### config.mk
export PLATFORM = sky130hd
export DESIGN_NAME = fetch_stage
export DESIGN_NICKNAME = d
export VERILOG_FILES = /design/src/rtl/fetch_stage.sv
export SDC_FILE = /design/constraint.sdc
export NUM_CORES = 1
export LEC_CHECK = 0
export ABC_AREA = 0
export CAP_MARGIN = 0
export CORE_MARGIN = 2
export CORE_UTILIZATION = 40
export CTS_CLUSTER_SIZE = 25
export DETAILED_ROUTE_END_ITERATION = 8
export DONT_BUFFER_PORTS = 1
export PLACE_DENSITY_LB_ADDON = 0.1
export SLEW_MARGIN = 20
export SYNTH_ARGS = -nofsm -noshare
export SYNTH_HDL_FRONTEND = slang
export SYNTH_SLANG_ARGS = --single-unit
### constraint.sdc
create_clock -name clk -period 6.7 [get_ports clk]
set_clock_uncertainty 0.2 [all_clocks]
set_input_delay 0.67 -clock clk [delete_from_list [all_inputs] [get_ports clk]]
set_output_delay 0.67 -clock clk [all_outputs]
set_load 0.01 [all_outputs]
### src/rtl/fetch_stage.sv
// IF stage of the P5 MIPS pipeline plus the IF/ID register.
// IF->ID latency is 1 cycle. stall freezes the PC and IF/ID. Branches use a delay slot and nothing is flushed.
module fetch_stage #(
  parameter logic [31:0] RESET_PC = 32'h0000_3000,
  parameter int unsigned IM_WORDS = 1024
) (
  input  logic        clk,
  input  logic        reset,
  input  logic        stall,
  input  logic        branch,
  input  logic        j_en,
  input  logic        jr_en,
  input  logic        cmp_eq,
  input  logic [31:0] id_pc,
  input  logic [15:0] id_imm16,
  input  logic [25:0] id_index26,
  input  logic [31:0] id_rs_data,
  input  logic [31:0] im_instr,
  output logic [31:0] im_addr,
  output logic [31:0] if_id_instr,
  output logic [31:0] if_id_pc,
  output logic [31:0] if_id_pc8,
  output logic        if_id_adel
);

  localparam logic [31:0] IM_LAST = RESET_PC + 32'(IM_WORDS * 4) - 32'd4;

  logic [31:0] pc_q, pc_d;
  logic [31:0] instr_q, instr_d;
  logic [31:0] ifid_pc_q, ifid_pc_d;
  logic [31:0] ifid_pc8_q, ifid_pc8_d;
  logic        adel_q, adel_d;

  logic [31:0] id_pc_plus4;
  logic [31:0] br_offset;
  logic [31:0] br_target;
  logic [31:0] j_target;
  logic [31:0] next_pc;
  logic        fetch_err;

  // Branch and jump targets are relative to the instruction in ID, not to the current PC.
  assign id_pc_plus4 = id_pc + 32'd4;
  assign br_offset   = {{14{id_imm16[15]}}, id_imm16, 2'b00};
  assign br_target   = id_pc_plus4 + br_offset;
  assign j_target    = {id_pc_plus4[31:28], id_index26, 2'b00};

  assign fetch_err = (pc_q[1:0] != 2'b00) || (pc_q < RESET_PC) || (pc_q > IM_LAST);

  always_comb begin
    next_pc = pc_q + 32'd4;
    if (jr_en) begin
      next_pc = id_rs_data;
    end else if (j_en) begin
      next_pc = j_target;
    end else if (branch && cmp_eq) begin
      next_pc = br_target;
    end
  end

  always_comb begin
    pc_d       = next_pc;
    ifid_pc_d  = pc_q;
    ifid_pc8_d = pc_q + 32'd8;
    instr_d    = fetch_err ? 32'd0 : im_instr;
    adel_d     = fetch_err;
    // A stalled ID keeps the same control instruction, so the redirect is re-evaluated later.
    if (stall) begin
      pc_d       = pc_q;
      ifid_pc_d  = ifid_pc_q;
      ifid_pc8_d = ifid_pc8_q;
      instr_d    = instr_q;
      adel_d     = adel_q;
    end
  end

  always_ff @(posedge clk or posedge reset) begin
    if (reset) begin
      pc_q       <= RESET_PC;
      instr_q    <= 32'd0;
      ifid_pc_q  <= RESET_PC;
      ifid_pc8_q <= RESET_PC + 32'd8;
      adel_q     <= 1'b0;
    end else begin
      pc_q       <= pc_d;
      instr_q    <= instr_d;
      ifid_pc_q  <= ifid_pc_d;
      ifid_pc8_q <= ifid_pc8_d;
      adel_q     <= adel_d;
    end
  end

  assign im_addr     = pc_q;
  assign if_id_instr = instr_q;
  assign if_id_pc    = ifid_pc_q;
  assign if_id_pc8   = ifid_pc8_q;
  assign if_id_adel  = adel_q;

  a_jr_j_exclusive: assert property (@(posedge clk) disable iff (reset) !(jr_en && j_en));

endmodule

==> reports/results.tsv <==
metric	value	unit
status	finished, violations left	
violations	negative hold slack	
grt_first_pass_wirelength	38480	um
p_leak	0.003737	uW
yosysUniqueCellTypes	69	
vias_per_cell	5.767	
vdd_drop_max	0.2131	mV
final.period_utilization	0.6059	
fill_cells	2087	
gp_congestion	0.8527	
synthArstFlopShare	1.000	
post_cts_buffers	0	
route.detailed.drc	0	
grt_overflow	0	
finalCriticalPeriod	4.060	ns
synth_nets	1137	
cp_common_cell	nand2_1	
cts_tree	yes	
path_buf_inv	0	
cts_sinks	126	
dpl_cell_area	8547	um^2
synthCells	954	
ctsResizeCount	0	
cts_hold_buffers	0	
antenna_found_initial	1	
first_iter_violations	324	
io_buffers	0	
yosys_register_bits	126	
critPathRequiredTime	6.82	ns
worst_skew_pair.late_latency	0.42	ns
relSlewSlack	0.4204	
setup_tns	0	ns
cts-root-buf	clkbuf_16	
syn2layout_area_growth	6.489	%
crit_cells	15	
crit_arrival	4.17	ns
intPower	1558	uW
grt_use_total	0.2208	
dieArea	22640	um^2
die_h	150.5	um
sw_frac_of_total	0.3349	
tightest_slew	0.8573	ns
p_per_area	256.4	nW/um^2
routed_wirelength	25670	um
crit_path_top_delay_cell	or4b_2	
nets	1086	
vias	6874	
clock_power_share	0.396	
critical_path_class	in -> reg	
yosys_warnings	0	
grt_max_degree	161	
cp-end-kind	register	
synth_edf_count	0	
die_x	150.5	um
synth_seq_area_share	0.3685	
rows	53	
switchingPower	784.6	uW
design_area	9138	um^2
fmax	246.3	MHz
numCtsBuffers	17	
cap_violations	0	
grt_setup_unrepaired	no	
ctsLongestPathBuffers	2	
grt_pass1_vias	6642	
cp_slowest_stage_delay	0.59	ns
start_util	0.4082	
drive_above_1_share	0.1037	
worst-r2r-cell-count	10	
path_clk_slew	0.07	ns
cp_top_family	simple AND/OR/NAND/NOR gates	
pwr-share-comb	0.165	
coreArea	21020	um^2
synthFlopType	dfrtp_1	
syn-cell-area	8581	um^2
drtAntennaViolNets	0	
hold_class	in -> async	
setup-violations-final	0	
drt_first_pass_iters	5	
synth.avg_cell_area	8.994	um^2
path_max_fanout	6	
power.share.sequential	0.439	
drv_slew	0	
hold_viol	28	
startpoint_type	input port	
cts_max_level	4	
routedWlPerCell	21.54	um
timing.hold.ws	-0.02190	ns
crit_path_cell_trace	and4_1 > nand3_1 > nor3_1 > and2_1 > nand4_1 > xnor2_1 > ha_1 > nand2_1 > nand2_1 > a21oi_1 > or4b_2 > o21ai_0 > mux2i_1 > o211ai_1 > a221oi_1	
io_pins	274	
hpwl	19110	um
## power groups by stage
stage	logic, uW	clock network, uW	registers [uW]
finish	386	929	1030
global route	436	990	1040
CTS	388	949	1030
detailed placement	386	0	1040
global placement	385	0	1040
floorplan	393	0	952
## cells in the final DEF, fill, tap and decap left out, types with 5 or more instances in the layout
cell type | Yosys | routed
dfrtp_1 | 119 | 119
nand2_1 | 107 | 107
o21ai_0 | 68 | 68
nor2_1 | 64 | 63
xnor2_1 | 54 | 54
a21oi_1 | 51 | 51
xor2_1 | 48 | 48
nand3_1 | 40 | 40
ha_1 | 37 | 37
a22o_1 | 33 | 33
mux2_2 | 32 | 32
nand4_1 | 21 | 21
nor3_1 | 21 | 21
clkbuf_16 | 0 | 17
a21o_1 | 16 | 16
o22ai_1 | 14 | 14
and3_1 | 13 | 13
o211ai_1 | 12 | 12
inv_1 | 12 | 11
a211oi_1 | 11 | 11
and2_1 | 10 | 10
a31oi_1 | 9 | 9
inv_6 | 0 | 7
dfstp_2 | 7 | 7
and4_1 | 6 | 6
o21a_1 | 6 | 6
or3_1 | 5 | 5
a21o_2 | 5 | 5
inv_8 | 0 | 5
## worst paths after layout
check	startpoint	end	slack, ns
worst max-delay path	id_pc[5]	im_addr[30]	2.64
worst min-delay path	reset	if_id_pc8[10]	-0.02
worst max register to register	im_addr[3]	im_addr[27]	3.38
worst min register to register	if_id_pc8[12]	if_id_pc8[12]	0.31
max in group asynchronous	reset	if_id_pc8[31]	5.09
min in group clk	stall	if_id_pc8[12]	0.14
## cells in the mapped netlist (6+ instances only)
cell	instances	share of area
a22o_1	33	0.034
and3_1	13	0.0095
dfstp_2	7	0.021
and4_1	6	0.0061
buf_4	10	0.0087
o22ai_1	14	0.010
ha_1	37	0.054
xor2_1	48	0.049
a21oi_1	51	0.030
nand2_1	107	0.047
dfrtp_1	119	0.35
o211ai_1	12	0.010
a31oi_1	9	0.0066
nand4_1	21	0.015
buf_2	14	0.0082
a21o_1	16	0.014
xnor2_1	54	0.055
nor3_1	21	0.012
clkbuf_1	44	0.019
o21a_1	6	0.0052
o21ai_0	68	0.040
nor2_1	64	0.028
a211oi_1	11	0.0096
nand3_1	40	0.023
inv_1	12	0.0052
and2_1	10	0.0073
mux2_2	32	0.042
## final cells by class
class / instances / area (um^2) / area share
Timing Repair Buffer: 4 / 30.03 / 0.003286
Sequential cell: 126 / 3162 / 0.3460
Tap cell: 275 / 344.1 / 0.03766
Inverter: 13 / 53.80 / 0.005888
Clock buffer: 17 / 425.4 / 0.04656
Multi-Input combinational cell: 741 / 4957 / 0.5425
Antenna cell: 1 / 2.502 / 0.0002739
Clock inverter: 15 / 162.7 / 0.01780
## state kept, by name, summed over array words and instances (netlist names)
signal,cells
if_id_pc8,29
if_id_instr,32
if_id_pc,32
im_addr,32
if_id_adel,1
## kinds of logic after synthesis
group           after synthesis  synth area share
compound gates              266            0.2085
xor+xnor                    102            0.1041
mux                          34           0.04433
flops                       126            0.3685
fa+ha+maj                    38           0.05628
buf+inv                      87           0.05410
simple gates                301            0.1642
## metal layers
metal / wire, um / global-route usage
met5: 0 / 0
met4: 494 / 0.06651
met3: 2123 / 0.05758
met2: 11590 / 0.3427
met1: 11470 / 0.3019
## per-stage QoR
stage                     hold WS (ns)  cells  power (uW)    util  worst slack [ns]
after floorplan                 0.2919    954        1346       -             2.486
after global placement          0.3023   1159        1426  0.4066             2.291
after detailed placement        0.3050   1159        1428  0.4066             2.236
after CTS                     0.001946   1191        2366  0.4346             2.654
after global routing           0.01005   1192        2468  0.4347             2.250
final                         -0.02190   1192        2343  0.4347             2.640
No activity file was read; power rests on OpenSTA's default activity.
==> edit: new RTL, config.mk and constraints unchanged <==
`instr_q` no longer has a reset.
--- a/src/rtl/fetch_stage.sv
+++ b/src/rtl/fetch_stage.sv
@@ -77,5 +77,4 @@
     if (reset) begin
       pc_q       <= RESET_PC;
-      instr_q    <= 32'd0;
       ifid_pc_q  <= RESET_PC;
       ifid_pc8_q <= RESET_PC + 32'd8;
@@ -83,9 +82,12 @@
     end else begin
       pc_q       <= pc_d;
-      instr_q    <= instr_d;
       ifid_pc_q  <= ifid_pc_d;
       ifid_pc8_q <= ifid_pc8_d;
       adel_q     <= adel_d;
     end
+  end
+
+  always_ff @(posedge clk) begin
+    instr_q <= instr_d;
   end
 
Check against the original RTL: not equivalent (Yosys sat finds a counterexample within 4 cycles, from zero or initial values and one cycle with reset high).
==> edit against the original RTL <==
  * Fmax barely moved
  * Via count rose by 1.5%
  * Area after synthesis rose by 1.6%
  * Non-clock buffer count rose by 3
  * Count of clock-buffer cells in the layout did not move
  * Global-route usage rose by 0.92 points
  * Hold slack improved by 0.18 ns
  * Power rose by 3.1%
  * Sequential cell count did not move
  * Cell area rose by 2.9%
  * Worst setup slack got worse by 0.0021 ns
  * Routed wire length rose by 4.3%
  * Register-to-register slack improved by 0.07 ns
==> edit: results (changes against the original RTL) <==
- R2R Setup Slk: 3.45 ns (+0.07 ns)
- Synth Area in Adders: 0.0554 (-0.000873)
- Wirelength per Cell: 22.0 um (+2.4%)
- Max incr delay on CP: 0.34 ns (-0.25 ns)
- DRT iter0 DRCs: 394 (+22%)
- GRT Util Overall: 0.230 (+0.00921)
- Asr flop ratio synth: 0.746 (-0.254)
- Reg-to-Reg End: im_addr[23]$_DFFE_PP0N_
- Sequential share of the synthesized area: 0.381 (+0.0127)
- Pin count of the biggest net entering global routing: 129 (-20%)
- Status: complete, no violations
- Routed vias/inst: 5.75 (-0.37%)
- Hold_buf cts: 1 (+1)
- Slowest CP cell: ha_1
- Share of post-route cells with drive strength above 1: 0.109 (+0.00573)
- Synth top area cells: dfrtp_1 (25%), edfxtp_1 (11%), xnor2_1 (5.7%)
- Hpwl dp: 20200 um (+5.6%)
- Post-synthesis compound-gate area fraction: 0.177 (-0.0319)
- Peak VDD IR: 0.164 mV (-23%)
- Number of flops mapped to enable cells by yosys: 32 (+32)
- Mux share of post-synthesis cell area: 0.0425 (-0.00184)
- Xor/xnor share of the synthesized area: 0.101 (-0.00262)
- Distinct cell type count after synthesis: 77 (+12%)
- Synth cell count leaders: nand2_1 (107), dfrtp_1 (87), nor2_1 (64)
- Placer Congestion: 0.886 (+3.9%)
- CP Max Fanout: 8 (+2)
- Hold Crit Class: in2reg
- Final net count: 1102 (+1.5%)
- Initial antenna violation count: 4 (+3)
- Leakage power: 3.63 nW (-2.9%)
- First-pass GRT wire length: 40400 um (+4.9%)
[edit: cell count changes after synthesis, sizes merged, moves of 4 or more]
cell	change
a21o	-7
dfrtp	-32
xor2	-4
nor3	-8
and2	+32
a22oi	+4
edfxtp	+32
nand4	+6
a22o	-32
nand3	-4
clkbuf	-4
[edit: area by class of cell]
type,instances,area (sq um)
clock inverter,15,168
timing repair buffer,7,55.1
clock buffer,17,425
antenna,2,5.00
inverter,13,52.6
sequential,126,3320
fill,2134,12200
tap,280,350
multi-input combinational,754,5020
[edit: report_power, final]
part	internal, mW	leakage, nW	switching (mW)
sequential	0.884	1.43	0.191
clock	0.531	0.286	0.398
combinational	0.185	1.91	0.225
total	1.60	3.63	0.814
[edit: worst register-to-register path, delay by kind of cell, from the launching register on]
family / cells / cell delay [ns]
compound gates: 3 / 0.51
fa+ha+maj: 1 / 0.33
buf+inv: 1 / 0.14
simple gates: 4 / 1.21
xor+xnor: 1 / 0.16
flops: 1 / 0.60
[edit: worst max path at each step]
stage	from	endpoint	slack [ns]
2_1_floorplan	id_pc[5]	im_addr[30]$_DFFE_PP0N_	2.45
3_3_place_gp	id_pc[5]	im_addr[30]$_DFFE_PP0N_	2.24
3_5_place_dp	id_pc[5]	im_addr[30]$_DFFE_PP0N_	2.17
4_1_cts	id_pc[5]	im_addr[30]$_DFFE_PP0N_	2.62
5_1_grt	id_pc[5]	im_addr[30]$_DFFE_PP0N_	2.28
6_report	id_pc[5]	im_addr[30]$_DFFE_PP0N_	2.64
[edit: logic make-up (layout without fill, tap and decap cells)]
logic type                 after synthesis  in the layout
buffers and inverters                   84             52
AOI/OAI and AO/OA                      239            239
adders and majority gates               38             38
xor gates and xnor gates               101            101
DFF                                    126            126
other                                    0              2
and+or+nand+nor                        343            343
muxes                                   33             33
[edit: per-stage QoR]
step,power (mW),utilization,std cells,area [sq um],setup slack (ns)
finish,2.41,0.435,1214,9400,2.64
CTS,2.44,0.435,1212,9400,2.62
global route,2.54,0.435,1212,9400,2.28
detailed placement,1.50,0.407,1179,8790,2.17
floorplan,1.39,-,964,8720,2.45
global placement,1.50,0.407,1179,8790,2.24
[edit: routing by layer]
layer  track usage  up-vias  wire length [um]
met5             0        -                30
met4        0.0593        4               425
met3        0.0737       34              2460
met2         0.378      261             12300
met1         0.294     3281             11500
li1              -     3395                 -
